File: config.mk
export PLATFORM = sky130hd
export DESIGN_NAME = encore_fifo_unpacker_flat
export DESIGN_NICKNAME = d
export VERILOG_FILES = /design/src/rtl/encore_pkg.sv /design/src/rtl/encore_fifo_unpacker_if.sv /design/src/rtl/encore_unpack_lane_sel.sv /design/src/rtl/encore_fifo_unpacker.sv /design/src/flat_wrapper.sv
export SDC_FILE = /design/constraint.sdc
export NUM_CORES = 1
export LEC_CHECK = 0
export ABC_CLOCK_PERIOD_IN_PS = 3600
export BUFFER_PORTS_ARGS = -buffer_cell sky130_fd_sc_hd__buf_2
export CORE_ASPECT_RATIO = 1.5
export CORE_MARGIN = 5
export CORE_UTILIZATION = 40
export CTS_CLUSTER_DIAMETER = 200
export CTS_CLUSTER_SIZE = 28
export DETAILED_ROUTE_END_ITERATION = 8
export PLACE_DENSITY_LB_ADDON = 0.15
export SLEW_MARGIN = 0
export SYNTH_ARGS = -nofsm -noshare
export SYNTH_HDL_FRONTEND = slang
export SYNTH_SLANG_ARGS = --single-unit
File: constraint.sdc
create_clock -name s_axi_aclk -period 3.6 [get_ports s_axi_aclk]
set_clock_uncertainty 0.05 [all_clocks]
set_input_delay 0.36 -clock s_axi_aclk [delete_from_list [all_inputs] [get_ports s_axi_aclk]]
set_output_delay 0.36 -clock s_axi_aclk [all_outputs]
set_load 0.1 [all_outputs]
File: src/rtl/encore_pkg.sv
// rtl/encore_pkg.sv - shared FSM encoding, status layout and lane helpers for the FIFO unpacker
package encore_pkg;

    typedef enum logic [1:0] {
        ST_IDLE  = 2'd0,
        ST_FETCH = 2'd1,
        ST_WAIT  = 2'd2,
        ST_EMIT  = 2'd3
    } state_t;

    localparam int STATUS_W         = 128;
    localparam int STATUS_ENTRY_LSB = 0;
    localparam int STATUS_WORD_LSB  = 32;
    localparam int STATUS_SKIP_LSB  = 64;
    localparam int STATUS_STATE_LSB = 96;
    localparam int STATUS_RUN_LSB   = 99;

    function automatic int lanes_of(input int data_w, input int word_w);
        return data_w / word_w;
    endfunction

    function automatic int idx_w_of(input int lanes);
        return (lanes > 1) ? $clog2(lanes) : 1;
    endfunction

endpackage

File: src/rtl/encore_fifo_unpacker_if.sv
// rtl/encore_fifo_unpacker_if.sv - FIFO read port and word stream bundle between unpacker and its neighbours
interface encore_fifo_unpacker_if #(
    parameter int DATA_W = 128,
    parameter int WORD_W = 32
);
    logic              fifo_empty;
    logic [DATA_W-1:0] fifo_rd_data;
    logic              fifo_rd_en;
    logic              m_valid;
    logic [WORD_W-1:0] m_data;
    logic              m_last;
    logic              m_ready;

    modport master (
        input  fifo_empty, fifo_rd_data, m_ready,
        output fifo_rd_en, m_valid, m_data, m_last
    );

    modport slave (
        output fifo_empty, fifo_rd_data, m_ready,
        input  fifo_rd_en, m_valid, m_data, m_last
    );
endinterface

File: src/rtl/encore_unpack_lane_sel.sv
// rtl/encore_unpack_lane_sel.sv - lowest-set-lane picker; zero-lane detect under ENCORE_UNPACK_SKIP_ZERO_EN
module encore_unpack_lane_sel
    import encore_pkg::*;
#(
    parameter int  DATA_W = 128,
    parameter int  WORD_W = 32,
    localparam int LANES  = lanes_of(DATA_W, WORD_W),
    localparam int IDX_W  = idx_w_of(LANES)
) (
    input  logic [LANES-1:0]  lane_mask,
`ifdef ENCORE_UNPACK_SKIP_ZERO_EN
    input  logic [DATA_W-1:0] data,
    output logic [LANES-1:0]  zero_lanes,
`endif
    output logic [IDX_W-1:0]  lane_idx,
    output logic              is_last
);

    logic found;

    always_comb begin
        lane_idx = '0;
        found    = 1'b0;
        for (int i = 0; i < LANES; i++) begin
            if (!found && lane_mask[i]) begin
                lane_idx = IDX_W'(i);
                found    = 1'b1;
            end
        end
    end

    // Last lane when clearing the lowest set bit leaves nothing behind.
    assign is_last = ((lane_mask & (lane_mask - LANES'(1))) == '0);

`ifdef ENCORE_UNPACK_SKIP_ZERO_EN
    always_comb begin
        zero_lanes = '0;
        for (int i = 0; i < LANES; i++) begin
            zero_lanes[i] = (data[i*WORD_W +: WORD_W] == '0);
        end
    end
`endif

endmodule

File: src/rtl/encore_fifo_unpacker.sv
// rtl/encore_fifo_unpacker.sv - command FIFO drain and word serializer; ENCORE_UNPACK_SKIP_ZERO_EN drops zero lanes
module encore_fifo_unpacker
    import encore_pkg::*;
#(
    parameter int DATA_W     = 128,
    parameter int WORD_W     = 32,
    parameter int RD_LATENCY = 1,
    parameter int CNT_W      = 32
) (
    input  logic                   s_axi_aclk,
    input  logic                   s_axi_aresetn,
    input  logic                   run_start,
    output logic                   busy,
    output logic [STATUS_W-1:0]    status,
    encore_fifo_unpacker_if.master bus
);

    localparam int LANES  = lanes_of(DATA_W, WORD_W);
    localparam int IDX_W  = idx_w_of(LANES);
    localparam int WAIT_W = 2;

    state_t            state, state_d;
    logic              running, running_d, run_q, run_rise;
    logic [WAIT_W-1:0] wait_cnt, wait_d;
    logic [DATA_W-1:0] entry_buf, buf_d;
    logic [LANES-1:0]  lane_mask, mask_d, capture_mask;
    logic [CNT_W-1:0]  entry_cnt, entry_d, word_cnt, word_d, skip_cnt, skip_d, skip_inc;
    logic              rd_en_d, valid_d, last_d, sel_last;
    logic [WORD_W-1:0] data_d;
    logic [IDX_W-1:0]  sel_idx;
    logic [STATUS_W-1:0] status_d;

`ifdef ENCORE_UNPACK_SKIP_ZERO_EN
    logic [LANES-1:0] zero_lanes;
    assign capture_mask = ~zero_lanes;
    assign skip_inc     = CNT_W'($countones(zero_lanes));
`else
    assign capture_mask = '1;
    assign skip_inc     = '0;
`endif

    assign run_rise = run_start & ~run_q;
    assign busy     = (state != ST_IDLE) || running;

    always_comb begin
        state_d   = state;
        running_d = running;
        wait_d    = wait_cnt;
        buf_d     = entry_buf;
        mask_d    = lane_mask;
        entry_d   = entry_cnt;
        word_d    = word_cnt;
        skip_d    = skip_cnt;
        rd_en_d   = 1'b0;
        if (run_rise && !running) begin
            running_d = 1'b1;
        end
        case (state)
            ST_IDLE: begin
                if (running && !bus.fifo_empty) begin
                    state_d = ST_FETCH;
                    rd_en_d = 1'b1;
                end else if (running) begin
                    running_d = 1'b0;
                end
            end
            ST_FETCH: begin
                state_d = ST_WAIT;
                wait_d  = '0;
            end
            ST_WAIT: begin
                if (wait_cnt == WAIT_W'(RD_LATENCY - 1)) begin
                    buf_d  = bus.fifo_rd_data;
                    mask_d = capture_mask;
                    skip_d = skip_cnt + skip_inc;
                    if (capture_mask == '0) begin
                        entry_d = entry_cnt + CNT_W'(1);
                        state_d = ST_IDLE;
                    end else begin
                        state_d = ST_EMIT;
                    end
                end else begin
                    wait_d = wait_cnt + WAIT_W'(1);
                end
            end
            ST_EMIT: begin
                if (bus.m_valid && bus.m_ready) begin
                    word_d = word_cnt + CNT_W'(1);
                    mask_d = lane_mask & (lane_mask - LANES'(1));
                    if (bus.m_last) begin
                        entry_d = entry_cnt + CNT_W'(1);
                        state_d = ST_IDLE;
                    end
                end
            end
            default: state_d = ST_IDLE;
        endcase
    end

    // Lane select runs on the next-cycle mask so the word leaves a register.
    encore_unpack_lane_sel #(
        .DATA_W (DATA_W),
        .WORD_W (WORD_W)
    ) u_lane_sel (
        .lane_mask  (mask_d),
`ifdef ENCORE_UNPACK_SKIP_ZERO_EN
        .data       (bus.fifo_rd_data),
        .zero_lanes (zero_lanes),
`endif
        .lane_idx   (sel_idx),
        .is_last    (sel_last)
    );

    assign valid_d = (state_d == ST_EMIT);
    assign data_d  = valid_d ? buf_d[int'(sel_idx)*WORD_W +: WORD_W] : '0;
    assign last_d  = valid_d & sel_last;

    always_comb begin
        status_d = '0;
        status_d[STATUS_ENTRY_LSB +: CNT_W] = entry_cnt;
        status_d[STATUS_WORD_LSB  +: CNT_W] = word_cnt;
        status_d[STATUS_SKIP_LSB  +: CNT_W] = skip_cnt;
        status_d[STATUS_STATE_LSB +: 3]     = {1'b0, state};
        status_d[STATUS_RUN_LSB]            = running;
    end

    always_ff @(posedge s_axi_aclk or negedge s_axi_aresetn) begin
        if (!s_axi_aresetn) begin
            state          <= ST_IDLE;
            running        <= 1'b0;
            run_q          <= 1'b0;
            wait_cnt       <= '0;
            entry_buf      <= '0;
            lane_mask      <= '0;
            entry_cnt      <= '0;
            word_cnt       <= '0;
            skip_cnt       <= '0;
            bus.fifo_rd_en <= 1'b0;
            bus.m_valid    <= 1'b0;
            bus.m_data     <= '0;
            bus.m_last     <= 1'b0;
            status         <= '0;
        end else begin
            state          <= state_d;
            running        <= running_d;
            run_q          <= run_start;
            wait_cnt       <= wait_d;
            entry_buf      <= buf_d;
            lane_mask      <= mask_d;
            entry_cnt      <= entry_d;
            word_cnt       <= word_d;
            skip_cnt       <= skip_d;
            bus.fifo_rd_en <= rd_en_d;
            bus.m_valid    <= valid_d;
            bus.m_data     <= data_d;
            bus.m_last     <= last_d;
            status         <= status_d;
        end
    end

endmodule
File: src/flat_wrapper.sv
// flat-port wrapper written by rule: the top's interface ports become plain ports
module encore_fifo_unpacker_flat import encore_pkg::*;
#(
    parameter int DATA_W     = 128,
    parameter int WORD_W     = 32,
    parameter int RD_LATENCY = 1,
    parameter int CNT_W      = 32
)
  (s_axi_aclk, s_axi_aresetn, run_start, busy, status, bus_fifo_empty, bus_fifo_rd_data, bus_m_ready, bus_fifo_rd_en, bus_m_valid, bus_m_data, bus_m_last);
  encore_fifo_unpacker_if #(.DATA_W(DATA_W), .WORD_W(WORD_W)) bus_i ();
  input  logic s_axi_aclk;
  input  logic s_axi_aresetn;
  input  logic run_start;
  output logic busy;
  output logic [STATUS_W-1:0] status;
  input wire logic [$bits(bus_i.fifo_empty)-1:0] bus_fifo_empty;
  input wire logic [$bits(bus_i.fifo_rd_data)-1:0] bus_fifo_rd_data;
  input wire logic [$bits(bus_i.m_ready)-1:0] bus_m_ready;
  output wire logic [$bits(bus_i.fifo_rd_en)-1:0] bus_fifo_rd_en;
  output wire logic [$bits(bus_i.m_valid)-1:0] bus_m_valid;
  output wire logic [$bits(bus_i.m_data)-1:0] bus_m_data;
  output wire logic [$bits(bus_i.m_last)-1:0] bus_m_last;
  assign bus_i.fifo_empty = bus_fifo_empty;
  assign bus_i.fifo_rd_data = bus_fifo_rd_data;
  assign bus_i.m_ready = bus_m_ready;
  assign bus_fifo_rd_en = bus_i.fifo_rd_en;
  assign bus_m_valid = bus_i.m_valid;
  assign bus_m_data = bus_i.m_data;
  assign bus_m_last = bus_i.m_last;
  encore_fifo_unpacker #(.DATA_W(DATA_W), .WORD_W(WORD_W), .RD_LATENCY(RD_LATENCY), .CNT_W(CNT_W)) u_core (.s_axi_aclk(s_axi_aclk), .s_axi_aresetn(s_axi_aresetn), .run_start(run_start), .busy(busy), .status(status), .bus(bus_i));
endmodule
==> results.cfg, run 1 <==
[status]
outcome = finished clean

[clock_tree]
clock-sinks = 304
clockRootBuffer = clkbuf_16
clk_pin_slew_ps = 110
clockBufferDepth = 3
cts_buffers = 14
clk_latency_ps = 510
tritoncts = yes
cts_setup_buffers = 0
hold_buffers = 19
h-tree-depth = 1
cts_resized = 0

[synthesis]
ys_seq_area_share_pct = 62.2
synth_top_flop_cell = dfrtp_1
synth.avg_cell_area_sq_um = 10.7
synth_top_area_cell = dfrtp_1
yosysWarningCount = 0
yosys-top-cells-count = 392 x nand2_1, 304 x dfrtp_1, 66 x buf_4, 55 x nor2_1, 48 x xnor2_1
synth.most_common_cell = nand2_1
syn_area_sq_um = 12200
synthArstFlopShare_pct = 100
synth_top_area_share_pct = 62.2
synth_seq_cells = 304
synthDistinctLibCells = 51
synth_edf_count = 0
syn_inst = 1148
synth_area_leaders = dfrtp_1 62%, nand2_1 12%, buf_4 4.1%, xnor2_1 3.4%, mux2i_1 2.6%

[hold_path]
hold_class = in2reg
hold_depth = 3

[worst_setup_path]
critical_path.startpoint_type = register
crit_end = u_core.bus.m_data[15]
end_kind = register
slowest_delay_ps = 630
ff2ff_path_depth = 9
slowest_stage = buf_4
arrival_ps = 3160
required_ps = 3950
regToRegEndpoint = u_core.bus.m_data[15]
rr_startpoint = u_core.wait_cnt[0]
reg2reg_slack_ps = 790
startpoint = u_core.wait_cnt[0]
critical_path_class = reg2reg
crit_family = buffers and inverters
path_buf_inv = 3
path_cells = inv_1 -> ha_1 -> nand3b_1 -> buf_4 -> buf_4 -> nand2_1 -> nand2_1 -> nor2_1 -> o32ai_1
path_max_fanout = 64
path_depth = 9

[floorplanning]
io_pins = 297
design.die.area_sq_um = 34300
rows = 78
fp.coreArea_sq_um = 30300
start_util_pct = 40.4
fp.dieH_microns = 224
die_w_microns = 153

[cells_and_area]
drive_gt1_share_pct = 20.9
fillerInstances = 2888
nNetsFinal = 1516
area_delta_synth_final_pct = 16.2
multi_input_area_sq_um = 4140
regArea_sq_um = 7610

[timing]
min_period_ps = 2810
rsz0062_at_grt = false
slew_viol_final = 0
setup_viol = 0
fmax_mhz = 356
holdWs_ps = 18.0
timing.final.crit_share_pct = 78.1
hold_viol = 0
worst_pin_slew_ps = 837
tns_ps = 0
max_slew_margin_pct = 44.2

[global_routing]
track_usage_pct = 16.6
grt_pass1_wl_mm = 46.5
grt_max_degree = 95
gr-total-overflow = 0
use_met1_pct = 21.9
grt_pass1_vias = 8694
antenna_found_initial = 2
grt_busiest_layer = met2
grtUsageMet3_pct = 2.24
grtUsageMet2_pct = 29.4

[power]
p_leak_uw = 0.00749
vdd_ir_drop_max_mv = 0.606
powerDensity_nw_per_um2 = 983

[drt]
drt-pass1-iter-count = 6
routedWlPerCell_microns = 16.3
drt_iter0_drc = 305
vias_per_cell = 4.72
vias = 8405
drcViolationCount = 0
wl_mm = 29.0
antenna_left = 0

[run]
cap_violations = 0

[placement]
dp_hpwl_mm = 20.4
place.gp.congestion = 0.805
io_buffers = 235
==> report_power, final <==
part | internal (uW) | switching [uW]
registers | 4500 | 446
logic | 1980 | 5190
clock network | 826 | 1030
==> how the worst min path moves through the flow <==
stage / startpoint / end / slack, ps
finish: bus_fifo_rd_data[31] / u_core.entry_buf[31] / 20
global route: bus_fifo_rd_data[93] / u_core.entry_buf[93] / 10
CTS: bus_fifo_rd_data[31] / u_core.entry_buf[31] / 0.6
detailed placement: u_core.word_cnt[31] / u_core.status[63] / 340
global placement: u_core.word_cnt[31] / u_core.status[63] / 340
floorplan: s_axi_aresetn / u_core.bus.fifo_rd_en / 10
==> cell type report <==
class / count / share of cell area [%]
clock buffer: 15 / 2.64
multi-input combinational: 783 / 29.1
inverter: 8 / 0.211
sequential: 304 / 53.5
antenna: 2 / 0.0352
clock inverter: 1 / 0.211
timing repair buffer: 269 / 10.7
tap: 400 / 3.52
==> routing by layer <==
| layer | wire length (microns) | part of all wire (%) |
|---|---|---|
| met2 | 14800 | 51 |
| met3 | 1270 | 4.4 |
| met5 | 0 | 0 |
| met4 | 456 | 1.6 |
| met1 | 12500 | 43 |
==> logic make-up (layout without fill, tap and decap cells) <==
family | Yosys count | after routing | share of synthesized area, %
compound gates | 63 | 63 | 4.23
flops | 304 | 304 | 62.2
simple gates | 551 | 551 | 19.2
fa+ha+maj | 4 | 4 | 0.389
buf+inv | 121 | 293 | 5.95
other cells | 1 | 63 | 0.0307
mux | 42 | 42 | 3.54
xor+xnor | 62 | 62 | 4.44
==> through the flow <==
step / total power [uW] / setup slack, ps / util (%) / cells / area, sq um
after global placement: 12100 / 864 / 45.0 / 1745 / 13600
after floorplan: 10700 / 903 / - / 1208 / 12500
after global routing: 14900 / 543 / 47.0 / 1780 / 14200
after detailed placement: 12200 / 791 / 45.0 / 1745 / 13600
after CTS: 14100 / 770 / 47.0 / 1780 / 14200
final: 14000 / 789 / 47.0 / 1782 / 14200
==> state kept, by name, summed over array words and instances, names as in the netlist, 2 cells and up <==
register	count
u_core.word_cnt	32
u_core.state	2
u_core.bus.m_data	32
u_core.wait_cnt	2
u_core.entry_cnt	32
u_core.status	67
u_core.lane_mask	4
u_core.entry_buf	128
==> cells in the final DEF, fill, tap and decap left out, types with 2 or more instances in the layout <==
| master | count |
|---|---|
| buf_4 | 12 |
| buf_12 | 3 |
| diode_2 | 2 |
| and3_1 | 22 |
| ha_1 | 3 |
| nor3b_1 | 2 |
| o32ai_1 | 20 |
| or2_2 | 2 |
| nor3_1 | 5 |
| nand2_1 | 392 |
| xor2_1 | 14 |
| nor2_1 | 55 |
| clkbuf_16 | 15 |
| o21ai_0 | 2 |
| xnor2_1 | 48 |
| nor4_1 | 3 |
| dfrtp_1 | 304 |
| and4_1 | 8 |
| nand3_1 | 20 |
| mux2i_1 | 32 |
| and2_1 | 6 |
| nand4_1 | 24 |
| nand2b_1 | 3 |
| inv_1 | 7 |
| o22ai_1 | 12 |
| a21oi_1 | 7 |
| mux2_2 | 10 |
| buf_2 | 234 |
| dlygate4sd3_1 | 19 |
| conb_1 | 61 |
| o211ai_1 | 3 |
| a2bb2oi_1 | 9 |
==> worst reg2reg max path: stages (launching register included) <==
cell and delay, ps:
dfrtp_1 390, inv_1 60, ha_1 250, nand3b_1 150, buf_4 550, buf_4 650
nand2_1 160, nand2_1 110, nor2_1 50, o32ai_1 290
Note: power is estimated with default switching activity, not from simulation.
==> run 2: changes to the inputs <==
--- a/config.mk
+++ b/config.mk
@@ -5,7 +5,8 @@
 export SDC_FILE = /design/constraint.sdc
 export NUM_CORES = 1
 export LEC_CHECK = 0
-export ABC_CLOCK_PERIOD_IN_PS = 3600
+export ABC_AREA = 1
+export ABC_CLOCK_PERIOD_IN_PS = 2550
 export BUFFER_PORTS_ARGS = -buffer_cell sky130_fd_sc_hd__buf_2
 export CORE_ASPECT_RATIO = 1.5
 export CORE_MARGIN = 5
==> constraint.sdc (replaced) <==
create_clock -name s_axi_aclk -period 2.55 [get_ports s_axi_aclk]
set_clock_uncertainty 0.05 [all_clocks]
set_input_delay 0.255 -clock s_axi_aclk [delete_from_list [all_inputs] [get_ports s_axi_aclk]]
set_output_delay 0.255 -clock s_axi_aclk [all_outputs]
set_load 0.1 [all_outputs]
==> results.cfg, run 2 <==
[synthesis]
syn_inst = 1434
synthAdderAreaFrac_pct = 0.279
synth_area_leaders = dfrtp_1 57%, nand3_1 6.9%, or2_2 6.0%, inv_1 5.6%, o21ai_0 4.9%
syn_area_sq_um = 13400
synth_xor_area_share_pct = 3.91
synth_top_area_share_pct = 56.6
synth_top_area_cell = dfrtp_1
synth.most_common_cell = dfrtp_1
yosys-top-cells-count = 304 x dfrtp_1, 199 x inv_1, 186 x nand3_1, 139 x nand2_1, 132 x o21ai_0
synth_edf_count = 0
synth_top_family_by_area = simple AND/OR/NAND/NOR gates
synth.avg_cell_area_sq_um = 9.37
yosysWarningCount = 0
synth_top_flop_cell = dfrtp_1
synthMuxAreaShare_pct = 0
synth_seq_cells = 304
synthDistinctLibCells = 32
yosys.area_share.simple_pct = 21.5
synth_compound_area_share_pct = 6.50
synthArstFlopShare_pct = 100
ys_seq_area_share_pct = 56.6

[placement]
dp_hpwl_mm = 28.5
io_buffers = 235
place.gp.congestion = 0.909

[cells_and_area]
layout_commonest_cell = dfrtp_1
reg.largest.list = u_core.entry_buf x128, u_core.status x67
drive_gt1_share_pct = 26.0
nNetsFinal = 1791
largest-register = u_core.entry_buf
layout_common_cells = 304 x dfrtp_1, 234 x buf_2, 198 x inv_1, 186 x nand3_1, 138 x nand2_1
area_delta_synth_final_pct = 15.2
fillerInstances = 3247
largest_reg_flops = 128

[floorplanning]
fp.dieH_microns = 234
design.die.area_sq_um = 37400
die_w_microns = 160
io_pins = 297
start_util_pct = 40.3
fp.coreArea_sq_um = 33300
rows = 82

[timing]
rsz0062_at_grt = false
min_period_ps = 2290
hold_viol = 0
worst_pin_slew_ps = 759
max_slew_margin_pct = 49.0
slew_viol_final = 0
fmax_mhz = 436
setup_viol = 0
timing.final.crit_share_pct = 89.9
tns_ps = 0

[clock_tree]
cts_setup_buffers = 0
clk_latency_ps = 510
h-tree-depth = 1
clockBufferDepth = 3
tritoncts = yes
clock-sinks = 304
cts_buffers = 14
clockRootBuffer = clkbuf_16
clk_pin_slew_ps = 110

[global_routing]
track_usage_pct = 19.8
gr-total-overflow = 0
grt_pass1_vias = 10000
grt_pass1_wl_mm = 58.1
grt_max_degree = 64
antenna_found_initial = 13

[power]
p_leak_uw = 0.00761
finalPower_uw = 20100
vdd_ir_drop_max_mv = 0.928
powerDensity_nw_per_um2 = 1300

[worst_setup_path]
crit_top_cell = nand3_1
end_kind = register
slowest_stage = o21ai_0
arrival_ps = 2640
path_cells = inv_1 -> ha_1 -> nand3_4 -> clkinv_2 -> buf_4 -> o21ai_0 -> nand3_1 -> nand3_1 -> a21oi_1
critical_path_class = reg2reg
slowest_delay_ps = 400
critical_path.startpoint_type = register
path_max_fanout = 22
path_buf_inv = 3
required_ps = 2900
crit_family = buffers and inverters

[drt]
drt_iter0_drc = 592
routedWlPerCell_microns = 18.2
vias_per_cell = 4.80
drcViolationCount = 0
wl_mm = 37.8
drt-pass1-iter-count = 5
antenna_left = 0
vias = 9994

[run]
cap_violations = 0

[status]
outcome = finished clean

[hold_path]
hold_class = in2reg
run 2: cell count changes in the layout (fill, tap and decap cells not counted), moves of 20 or more:
cell     previous run  this run
or2_2               2       129
nand3_1            20       186
o21ai_0             2       132
nand2_1           392       138
nor3_1              5        25
and3_1             22         0
xnor2_1            48        16
inv_1               7       198
xor2_1             14        44
a21oi_1             7        32
o32ai_1            20         0
mux2i_1            32         0
run 2: repair_timing:
item,4_1_cts,5_1_grt
resized for setup,0,0
hold endpoints to repair,60,0
hold buffers,5,0
run 2: worst reg2reg max path: stages, from the launching register on:
cell,delay (ps)
dfrtp_1,340
inv_1,60
ha_1,250
nand3_4,180
clkinv_2,280
buf_4,310
o21ai_0,400
nand3_1,140
nand3_1,110
a21oi_1,70
run 2: final timing paths:
check / from / endpoint / slack, ps / cells after the start
hold reg to reg: u_core.word_cnt[29] / u_core.status[61] / 340 / 0
hold / removal: bus_fifo_rd_data[61] / u_core.entry_buf[61] / 30 / 4
min in group asynchronous: s_axi_aresetn / u_core.status[41] / 230 / 2
max in group asynchronous: s_axi_aresetn / u_core.entry_buf[52] / 1490 / 3
setup / recovery: u_core.wait_cnt[0] / u_core.bus.m_data[4] / 260 / 9
setup reg to reg: u_core.wait_cnt[0] / u_core.bus.m_data[4] / 260 / 9
run 2: logic make-up after synthesis:
| kind of cell | after synthesis |
|---|---|
| buf+inv | 324 |
| flops | 304 |
| fa+ha+maj | 3 |
| other cells | 1 |
| xor+xnor | 60 |
| simple gates | 569 |
| compound gates | 173 |
run 2: routing by layer:
metal | routed length (microns) | global-route usage (%) | vias up
li1 | - | - | 4849
met1 | 15400 | 25.1 | 4752
met2 | 19000 | 34.7 | 316
met3 | 2240 | 3.85 | 65
met4 | 1120 | 5.89 | 12
met5 | 70 | 0 | -
run 2: area by class of cell:
| class | count | area (sq um) | share of cell area [%] |
|---|---|---|---|
| Clock inverter | 1 | 30.0 | 0.194 |
| Clock buffer | 15 | 375 | 2.43 |
| Sequential cell | 304 | 7610 | 49.2 |
| Timing Repair Buffer | 267 | 1600 | 10.4 |
| Antenna cell | 5 | 12.5 | 0.0809 |
| Inverter | 202 | 759 | 4.91 |
| Tap cell | 420 | 526 | 3.40 |
| Multi-Input combinational cell | 866 | 4560 | 29.5 |
run 2: where the power goes:
| group | leakage, uW | internal, uW | total [uW] | switching [uW] |
|---|---|---|---|---|
| clock network | 0.000199 | 1170 | 2680 | 1510 |
| registers | 0.00356 | 6350 | 6940 | 584 |
| logic | 0.00385 | 2640 | 10500 | 7890 |
| total | 0.00761 | 10200 | 20100 | 9980 |
run 2: per-stage QoR:
stage | worst slack, ps | util [%] | std cells | hold slack [ps] | cell area (sq um)
6_report | 258 | 46.4 | 2080 | 33.8 | 15500
5_1_grt | 119 | 46.4 | 2078 | 29.6 | 15500
4_1_cts | 223 | 46.4 | 2075 | 7.36 | 15500
3_5_place_dp | 258 | 45.0 | 2054 | 194 | 15000
3_3_place_gp | 276 | 45.0 | 2054 | 192 | 15000
2_1_floorplan | 116 | - | 1494 | -90.6 | 13700
